$ cat src/rtl/beaver32rv_trace_pkg.sv
// rtl/beaver32rv_trace_pkg.sv - retirement record type, packet constants and byte selector
package beaver32rv_trace_pkg;

  typedef struct packed {
    logic [31:0] pc;
    logic [31:0] insn;
    logic        we;
    logic [4:0]  rd;
    logic [31:0] wdata;
  } commit_rec_t;

  localparam int PKT_BYTES = 14;
  localparam int LAST_IDX  = 13;

  typedef enum logic {
    IDLE = 1'b0,
    SEND = 1'b1
  } trace_state_e;

  // Little-endian field layout behind the sync byte.
  function automatic logic [7:0] pkt_byte(input commit_rec_t r, input logic [3:0] idx,
                                          input logic [7:0] sync);
    logic [7:0] b;
    b = 8'h00;
    case (idx)
      4'd0:  b = sync;
      4'd1:  b = r.pc[7:0];
      4'd2:  b = r.pc[15:8];
      4'd3:  b = r.pc[23:16];
      4'd4:  b = r.pc[31:24];
      4'd5:  b = r.insn[7:0];
      4'd6:  b = r.insn[15:8];
      4'd7:  b = r.insn[23:16];
      4'd8:  b = r.insn[31:24];
      4'd9:  b = {r.we, 2'b00, r.rd};
      4'd10: b = r.wdata[7:0];
      4'd11: b = r.wdata[15:8];
      4'd12: b = r.wdata[23:16];
      4'd13: b = r.wdata[31:24];
      default: b = 8'h00;
    endcase
    return b;
  endfunction

endpackage

$ cat src/rtl/trace_fifo.sv
// rtl/trace_fifo.sv - synchronous record FIFO with occupancy count
module trace_fifo
  import beaver32rv_trace_pkg::*;
#(
  parameter int  DEPTH = 4,
  parameter type T     = commit_rec_t
) (
  input  logic                   clk,
  input  logic                   rst,
  input  logic                   push,
  input  T                       din,
  input  logic                   pop,
  output T                       dout,
  output logic                   full,
  output logic                   empty,
  output logic [$clog2(DEPTH):0] level
);

  localparam int AW = $clog2(DEPTH);

  T               mem [DEPTH];
  logic [AW-1:0]  wr_ptr;
  logic [AW-1:0]  rd_ptr;
  logic [AW:0]    count;
  logic           do_push;
  logic           do_pop;

  assign full    = (count == (AW+1)'(DEPTH));
  assign empty   = (count == '0);
  assign level   = count;
  assign dout    = mem[rd_ptr];
  assign do_push = push && !full;
  assign do_pop  = pop && !empty;

  always_ff @(posedge clk) begin
    if (do_push) mem[wr_ptr] <= din;
  end

  // Power-of-two depth lets the pointers wrap naturally; count carries the extra bit.
  always_ff @(posedge clk) begin
    if (!rst) begin
      wr_ptr <= '0;
      rd_ptr <= '0;
      count  <= '0;
    end else begin
      if (do_push) wr_ptr <= wr_ptr + 1'b1;
      if (do_pop)  rd_ptr <= rd_ptr + 1'b1;
      case ({do_push, do_pop})
        2'b10:   count <= count + 1'b1;
        2'b01:   count <= count - 1'b1;
        default: count <= count;
      endcase
    end
  end

endmodule

$ cat src/rtl/retire_trace_tx.sv
// rtl/retire_trace_tx.sv - captures retirement records and serialises them as 14-byte packets
module retire_trace_tx
  import beaver32rv_trace_pkg::*;
#(
  parameter int         DEPTH     = 4,
  parameter logic [7:0] SYNC_BYTE = 8'hA5,
  parameter int         DROP_W    = 16
) (
  input  logic                   clk,
  input  logic                   rst,
  input  logic                   trace_en,
  input  logic                   commit_valid,
  input  logic [31:0]            commit_pc,
  input  logic [31:0]            commit_insn,
  input  logic                   commit_we,
  input  logic [4:0]             commit_rd,
  input  logic [31:0]            commit_wdata,
  output logic                   tx_valid,
  output logic [7:0]             tx_data,
  output logic                   tx_last,
  input  logic                   tx_ready,
  output logic [$clog2(DEPTH):0] fifo_level,
  output logic [DROP_W-1:0]      drop_count
);

  commit_rec_t  rec_in;
  commit_rec_t  fifo_dout;
  commit_rec_t  hold_q;
  logic         fifo_full;
  logic         fifo_empty;
  logic         push;
  logic         drop;
  logic         pop;
  trace_state_e state_q;
  trace_state_e state_d;
  logic [3:0]   idx_q;
  logic [3:0]   idx_d;
  logic         at_last;

  assign rec_in = '{pc: commit_pc, insn: commit_insn, we: commit_we,
                    rd: commit_rd, wdata: commit_wdata};
  assign push   = commit_valid && trace_en && !fifo_full;
  assign drop   = commit_valid && trace_en && fifo_full;

  trace_fifo #(.DEPTH(DEPTH), .T(commit_rec_t)) u_fifo (
    .clk   (clk),
    .rst   (rst),
    .push  (push),
    .din   (rec_in),
    .pop   (pop),
    .dout  (fifo_dout),
    .full  (fifo_full),
    .empty (fifo_empty),
    .level (fifo_level)
  );

  assign at_last = (idx_q == 4'(LAST_IDX));

  // Every pop loads the hold register and restarts the byte index.
  always_comb begin
    state_d = state_q;
    idx_d   = idx_q;
    pop     = 1'b0;
    case (state_q)
      IDLE: begin
        if (!fifo_empty) begin
          pop     = 1'b1;
          idx_d   = '0;
          state_d = SEND;
        end
      end
      SEND: begin
        if (tx_ready) begin
          if (!at_last) begin
            idx_d = idx_q + 1'b1;
          end else if (!fifo_empty) begin
            pop   = 1'b1;
            idx_d = '0;
          end else begin
            state_d = IDLE;
          end
        end
      end
      default: state_d = IDLE;
    endcase
  end

  always_ff @(posedge clk) begin
    if (!rst) begin
      state_q    <= IDLE;
      idx_q      <= '0;
      hold_q     <= '0;
      drop_count <= '0;
    end else begin
      state_q <= state_d;
      idx_q   <= idx_d;
      if (pop) hold_q <= fifo_dout;
      if (drop && (drop_count != {DROP_W{1'b1}})) drop_count <= drop_count + 1'b1;
    end
  end

  assign tx_valid = (state_q == SEND);
  assign tx_data  = tx_valid ? pkt_byte(hold_q, idx_q, SYNC_BYTE) : 8'h00;
  assign tx_last  = tx_valid && at_last;

endmodule

$ cat config.mk
export PLATFORM = sky130hd
export DESIGN_NAME = retire_trace_tx
export DESIGN_NICKNAME = d
export VERILOG_FILES = /design/src/rtl/beaver32rv_trace_pkg.sv /design/src/rtl/trace_fifo.sv /design/src/rtl/retire_trace_tx.sv
export SDC_FILE = /design/constraint.sdc
export NUM_CORES = 1
export LEC_CHECK = 0
export ABC_CLOCK_PERIOD_IN_PS = 11950
export CAP_MARGIN = 20
export CORE_MARGIN = 2
export CORE_UTILIZATION = 55
export CTS_BUF_LIST = sky130_fd_sc_hd__clkbuf_2 sky130_fd_sc_hd__clkbuf_4 sky130_fd_sc_hd__clkbuf_8
export CTS_CLUSTER_SIZE = 14
export DETAILED_ROUTE_END_ITERATION = 10
export GPL_TIMING_DRIVEN = 0
export PLACE_DENSITY = 0.72
export SETUP_SLACK_MARGIN = 0.3
export SYNTH_ARGS = -nofsm -noshare
export SYNTH_HDL_FRONTEND = slang
export SYNTH_HIERARCHICAL = 1
export SYNTH_SLANG_ARGS = --single-unit
export TNS_END_PERCENT = 5
$ cat constraint.sdc
create_clock -name clk -period 11.95 [get_ports clk]
set_input_delay 2.39 -clock clk [delete_from_list [all_inputs] [get_ports clk]]
set_output_delay 2.39 -clock clk [all_outputs]
set_load 0.03 [all_outputs]
# After elaboration in Yosys (flattened, before gate mapping)
# Memories as Yosys holds them, arrays and structs flattened. A register that Yosys moved wholly into a read port is not among the register bits.
# Index checks and enable logic that the tools add are counted.
# totals
reg_bits,28
latchBits,0
ram_bits,408
rom_bits,0
input_bits,107
out_inout_bits,29
wordCells,61
memories,1
# memory_table
memory,depth,word_bits,rd,rd_ports_with_merged_regs,wr,line_no,rtl
u_fifo.mem,4,102,1,1,1,trace_fifo.sv:21,T mem [DEPTH];
# op_classes
addsub,6
mul,0
n_div,0
order_cmp,0
eq_ne,18
n_shift,0
n_mux,16
bitwise,1
reduce_logical,13
# ops
op,count
$pmux W8 S14,1
$eq A4 B4 Y1 const B,6
$add A16 B1 Y16 const B,1
$eq A4 B3 Y1 const B,4
$ne A16 B16 Y1 const B,1
$mux W4,3
$eq A4 B2 Y1 const B,2
$mux W8,1
$pmux W4 S2,1
$logic_and A1 B1 Y1,7
$mux W1,7
$pmux W3 S2,1
$add A2 B1 Y2 const B,2
$add A4 B1 Y4 const B,1
$eq A4 B1 Y1 const B,1
$logic_not A4 Y1,1
$pmux W1 S2,2
$add A3 B1 Y3 const B,1
$eq A3 B3 Y1 const B,1
$logic_not A1 Y1,3
$logic_not A3 Y1,1
$sub A3 B1 Y3 const B,1
$eq A2 B1 Y1 const B,1
$eq A2 B2 Y1 const B,1
3 further kinds,3

# Longest topological paths before layout
# depth
ltp_word,8
ltp_mapped,14
mapped_depth_nobuf,12

# Modules after synthesis
# The synthesis kept the hierarchy.
# by_module_without_submodules
module,instances,cells_each,area_per_inst_um2,seq_area_each_um2
trace_fifo,1,586,15200.8,12431.9
retire_trace_tx,1,710,5502.8,2462.4

# Worst setup path before layout
# No wires, ideal clock.
# synth_timing
path_kind,input port to flip-flop
from,in commit_valid
to,mem u_fifo/mem[0][0] in the netlist's numbering (enable)
setup_ns,0.472
t_arrival_ns,5.240
t_required_ns,11.478
slack_ns,6.238
cell_stages,5
path_buffers,1
path_cell_list,nand2_1 -> nor2_1 -> nor2b_1 -> clkbuf_1 -> and2_1
# synth_via
elab_chain_cells,5
# synth_rtl
item,line_no,rtl
start: declaration,retire_trace_tx.sv:12,"input logic commit_valid,"
$logic_and A1 B1 Y1 (2 in series),retire_trace_tx.sv:42,assign push = commit_valid && trace_en && !fifo_full;
net push,retire_trace_tx.sv:31,logic push;
$logic_and A1 B1 Y1,trace_fifo.sv:32,assign do_push = push && !full;
$mux W1,trace_fifo.sv:36,if (do_push) mem[wr_ptr] <= din;
$mux W1 (not written as such),trace_fifo.sv:36,
end: declaration,trace_fifo.sv:21,
# The timed path passes the listed nets, and every way through them passes these cells.

# Worst setup path after layout
# layout_timing
from,reg idx_q[0]
to,out tx_data[4]
# layout_via
elab_chain_cells,3
elab_cells_between_ends,16
cone_classes,13 x eq/ne; 2 x mux; 1 x reduce/logical
# layout_rtl
item,line_no,rtl
start: declaration,retire_trace_tx.sv:36,logic [3:0] idx_q;
start signal: assignment,retire_trace_tx.sv:96,idx_q <= idx_d;
"$eq A4 B4 Y1, or another cell as far along",beaver32rv_trace_pkg.sv:25,case (idx)
$pmux W8 S14 *,beaver32rv_trace_pkg.sv:25,
$mux W8 *,retire_trace_tx.sv:103,"assign tx_data = tx_valid ? pkt_byte(hold_q, idx_q, SYNC_BYTE) : 8'h00;"
end: declaration,retire_trace_tx.sv:19,"output logic [7:0] tx_data,"
# Every way passes the cells marked *; elsewhere a longest branch is shown, timed or not.

==> impl_metrics.ini <==
[power_and_ir_drop]
clockPowerShare = 0.355
ir_drop_v = 0.000127
swShare = 0.259
finalPower_mw = 4.40
p_seq_frac = 0.506
powerDensity_mw_per_mm2 = 179
p_comb_frac = 0.139
switchingPower_mw = 1.14
p_int_mw = 3.26
p_leak_nw = 7.81

[timing]
drv_slew = 0
max_freq_mhz = 156
finalSetupTns_ns = 0
worstMarginPinSlew_ns = 1.00
post-route-period-util = 0.536
hold_ws_ns = 0.458
setup_viol = 0
relSlewSlack = 0.333
hold_viol = 0
rsz0062_at_grt = false
final_period_minus_worst_setup_slack_ns = 6.40
finClkSkew_ns = 0.0212

[synthesis]
synth_edf_count = 408
syn_inst = 1296
ys_top_cells_by_area = edfxtp_1 59%, dfxtp_1 13%, mux4_2 11%, nand2_1 4.4%, a21oi_1 3.0%
synthArstFlopShare = 0
yosys.area.top_type = edfxtp_1
synth.top_cell.area_share = 0.592
synth.avg_cell_area_um2 = 16.0
yosysSeqAreaShare = 0.719
synth-seq-cells = 540
synth_common_cells = 408 x edfxtp_1, 240 x nand2_1, 132 x dfxtp_1
syn-cell-area_mm2 = 0.0207
synth-main-ff-cell = edfxtp_1
synth.net_count = 1414
yosysWarnings = 6
post-synth-top-count-cell = edfxtp_1
synth_cell_types = 67

[setup_path]
worstSetupStartpointType = flip-flop
crit_top_cell = clkbuf_1
critPathMaxStageDelay_ns = 0.76
crit_fanout = 10
r2r_cells = 14
path_delay_family = buffers and inverters
cp_cell_sequence = inv_1, ha_1, clkbuf_1, clkbuf_1, a22oi_1, o211ai_1, o21ai_0, a31oi_1, clkdlybuf4s50_1
endpoint_kind = primary output
cp.arrival_ns = 4.01
reg2reg_from = idx_q[1]$_SDFFE_PN0P_
cp.buffers_inverters = 4
required_ns = 9.56
r2r_setup_slack_ns = 8.40
cp_slowest_cell = clkdlybuf4s50_1
r2r-end = u_fifo/level[2]$_SDFFE_PN0P_
path_class = reg2out

[clock_network]
cts.sinks = 540
cts_setup_buffers = 0
cts_resized = 0
hold_buffers = 0
root_buffer = clkbuf_8
cts_tree = yes
htreeDepth = 3
cts_buffer_depth = 3
clkTransAtPathRegs_ns = 0.06
cts_buffers = 85
clk_latency_ns = 0.63

[route]
drtIter0Drc = 883
dr_total_vias = 12000
route.antenna.remaining_nets = 0
wl_per_cell_um = 21.7
vias_per_cell = 5.69
dr.pass1.iters = 7
remaining_drc_errors = 0
postRouteWirelength_mm = 45.6

[global_routing]
grt_pass1_wl_mm = 69.0
grt_overflow = 0
globalRouteTotalUtil = 0.239
grt_pass1_vias = 12000
grt_antenna_before_repair = 1
grt_start_max_net_pins = 58

[placement]
dp_hpwl_mm = 30.5
port_buffers = 135
gp_congestion = 0.961

[floorplanning]
dieWidth_um = 198
core_area_mm2 = 0.0374
rows = 71
fp.dieH_um = 198
fp.dieArea_mm2 = 0.0392
initial_core_util = 0.554
io_pins = 136

[layout]
multiInputGateArea_mm2 = 0.00536
syn_to_final_growth_pct = 18.6
nFillCells = 2646
layout-drive-gt1-share = 0.191
finish.utilization = 0.656
regArea_mm2 = 0.0149
antenna_cells = 0
finalNetCount = 1640

[worst_hold_path]
hp-start = hold_q[87]$_SDFFE_PN0P_
whs_path_depth = 2
hp-class = reg2reg
hold_path_end = hold_q[87]$_SDFFE_PN0P_

[run]
drv_cap = 0

[outcome]
status = finished clean
[through the flow]
stage | cell area (um^2) | std cells | setup slack, ns
floorplan | 20700 | 1296 | 6.24
global placement | 22700 | 1942 | 3.83
detailed placement | 22800 | 1946 | 6.28
CTS | 24500 | 2103 | 5.59
global route | 24500 | 2103 | 5.39
finish | 24500 | 2103 | 5.55
[sequential cells by signal (all words and copies together), names as in the netlist, named ones only]
| signal | count |
|---|---|
| idx_q | 4 |
| drop_count | 16 |
| hold_q | 102 |
| u_fifo/wr_ptr | 2 |
| u_fifo/mem | 408 |
| u_fifo/level | 3 |
| u_fifo/rd_ptr | 2 |
| tx_valid | 1 |
[placed cells by master (no fill, tap or decap), types with 7 or more instances in the layout]
| cell | n |
|---|---|
| edfxtp_1 | 408 |
| nand2_1 | 240 |
| clkdlybuf4s50_1 | 135 |
| dfxtp_1 | 132 |
| a21oi_1 | 123 |
| mux4_2 | 103 |
| clkbuf_8 | 92 |
| clkbuf_1 | 39 |
| buf_2 | 27 |
| clkbuf_4 | 27 |
| o21ai_0 | 17 |
| clkinv_1 | 16 |
| clkinv_2 | 15 |
| inv_1 | 14 |
| nand3_1 | 14 |
| mux2i_1 | 13 |
| nor2_1 | 12 |
| a22oi_1 | 12 |
| ha_1 | 10 |
| buf_6 | 9 |
| a222oi_1 | 8 |
| nand4_1 | 7 |
| a221oi_1 | 7 |
| nor2b_1 | 7 |
[per-layer routing]
layer | global-route usage | share of wire | routed length, um | up-vias
li1 | - | - | - | 5476
met1 | 0.334 | 0.42 | 19100 | 5990
met2 | 0.377 | 0.48 | 21900 | 439
met3 | 0.0501 | 0.077 | 3500 | 71
met4 | 0.0847 | 0.025 | 1130 | 0
met5 | 0 | 0 | 0 | -
[worst max-delay path by stage]
stage / start / end / slack (ns) / cells after the start
after floorplan: commit_valid / u_fifo/mem[0][0]$_DFFE_PP_ / 6.24 / 5
after global placement: commit_valid / u_fifo/mem[3][68]$_DFFE_PP_ / 3.83 / 6
after detailed placement: idx_q[0]$_SDFFE_PN0P_ / tx_data[4] / 6.28 / 9
after CTS: idx_q[0]$_SDFFE_PN0P_ / tx_data[4] / 5.59 / 9
after global routing: idx_q[0]$_SDFFE_PN0P_ / tx_data[4] / 5.39 / 9
final: idx_q[0]$_SDFFE_PN0P_ / tx_data[4] / 5.55 / 9
[cell families after synthesis]
logic type | count (synthesis) | synth area share
buffers and inverters | 95 | 0.0222
xor gates and xnor gates | 2 | 0.000846
DFF | 540 | 0.719
AOI/OAI and AO/OA | 210 | 0.0629
adders and majority gates | 11 | 0.00701
muxes | 120 | 0.121
and+or+nand+nor | 318 | 0.0671
[cell type report]
type | count | share of cell area
Sequential cell | 540 | 0.607
Multi-Input combinational cell | 661 | 0.218
Clock buffer | 119 | 0.0598
Timing Repair Buffer | 139 | 0.0595
Tap cell | 511 | 0.0260
Buffer | 79 | 0.0163
Clock inverter | 38 | 0.0107
Inverter | 16 | 0.00245
[worst register-to-register path: stages (launching register included)]
cell      delay, ns
dfxtp_1        0.35
inv_1          0.10
ha_1           0.14
buf_2          0.25
nand4_1        0.15
a21o_1         0.28
inv_2          0.12
clkbuf_1       0.49
nor2b_1        0.29
ha_1           0.23
inv_1          0.06
fa_1           0.37
xor2_1         0.16
or3_1          0.30
a21boi_0       0.18
[power by group through the flow]
stage	Sequential (mW)	Combinational, mW	Clock, mW
finish	2.23	0.611	1.56
global route	2.23	0.670	1.68
CTS	2.22	0.617	1.59
detailed placement	2.26	0.613	0
global placement	2.27	0.597	0
floorplan	2.23	0.401	0
(Power assumes the default switching activity.)
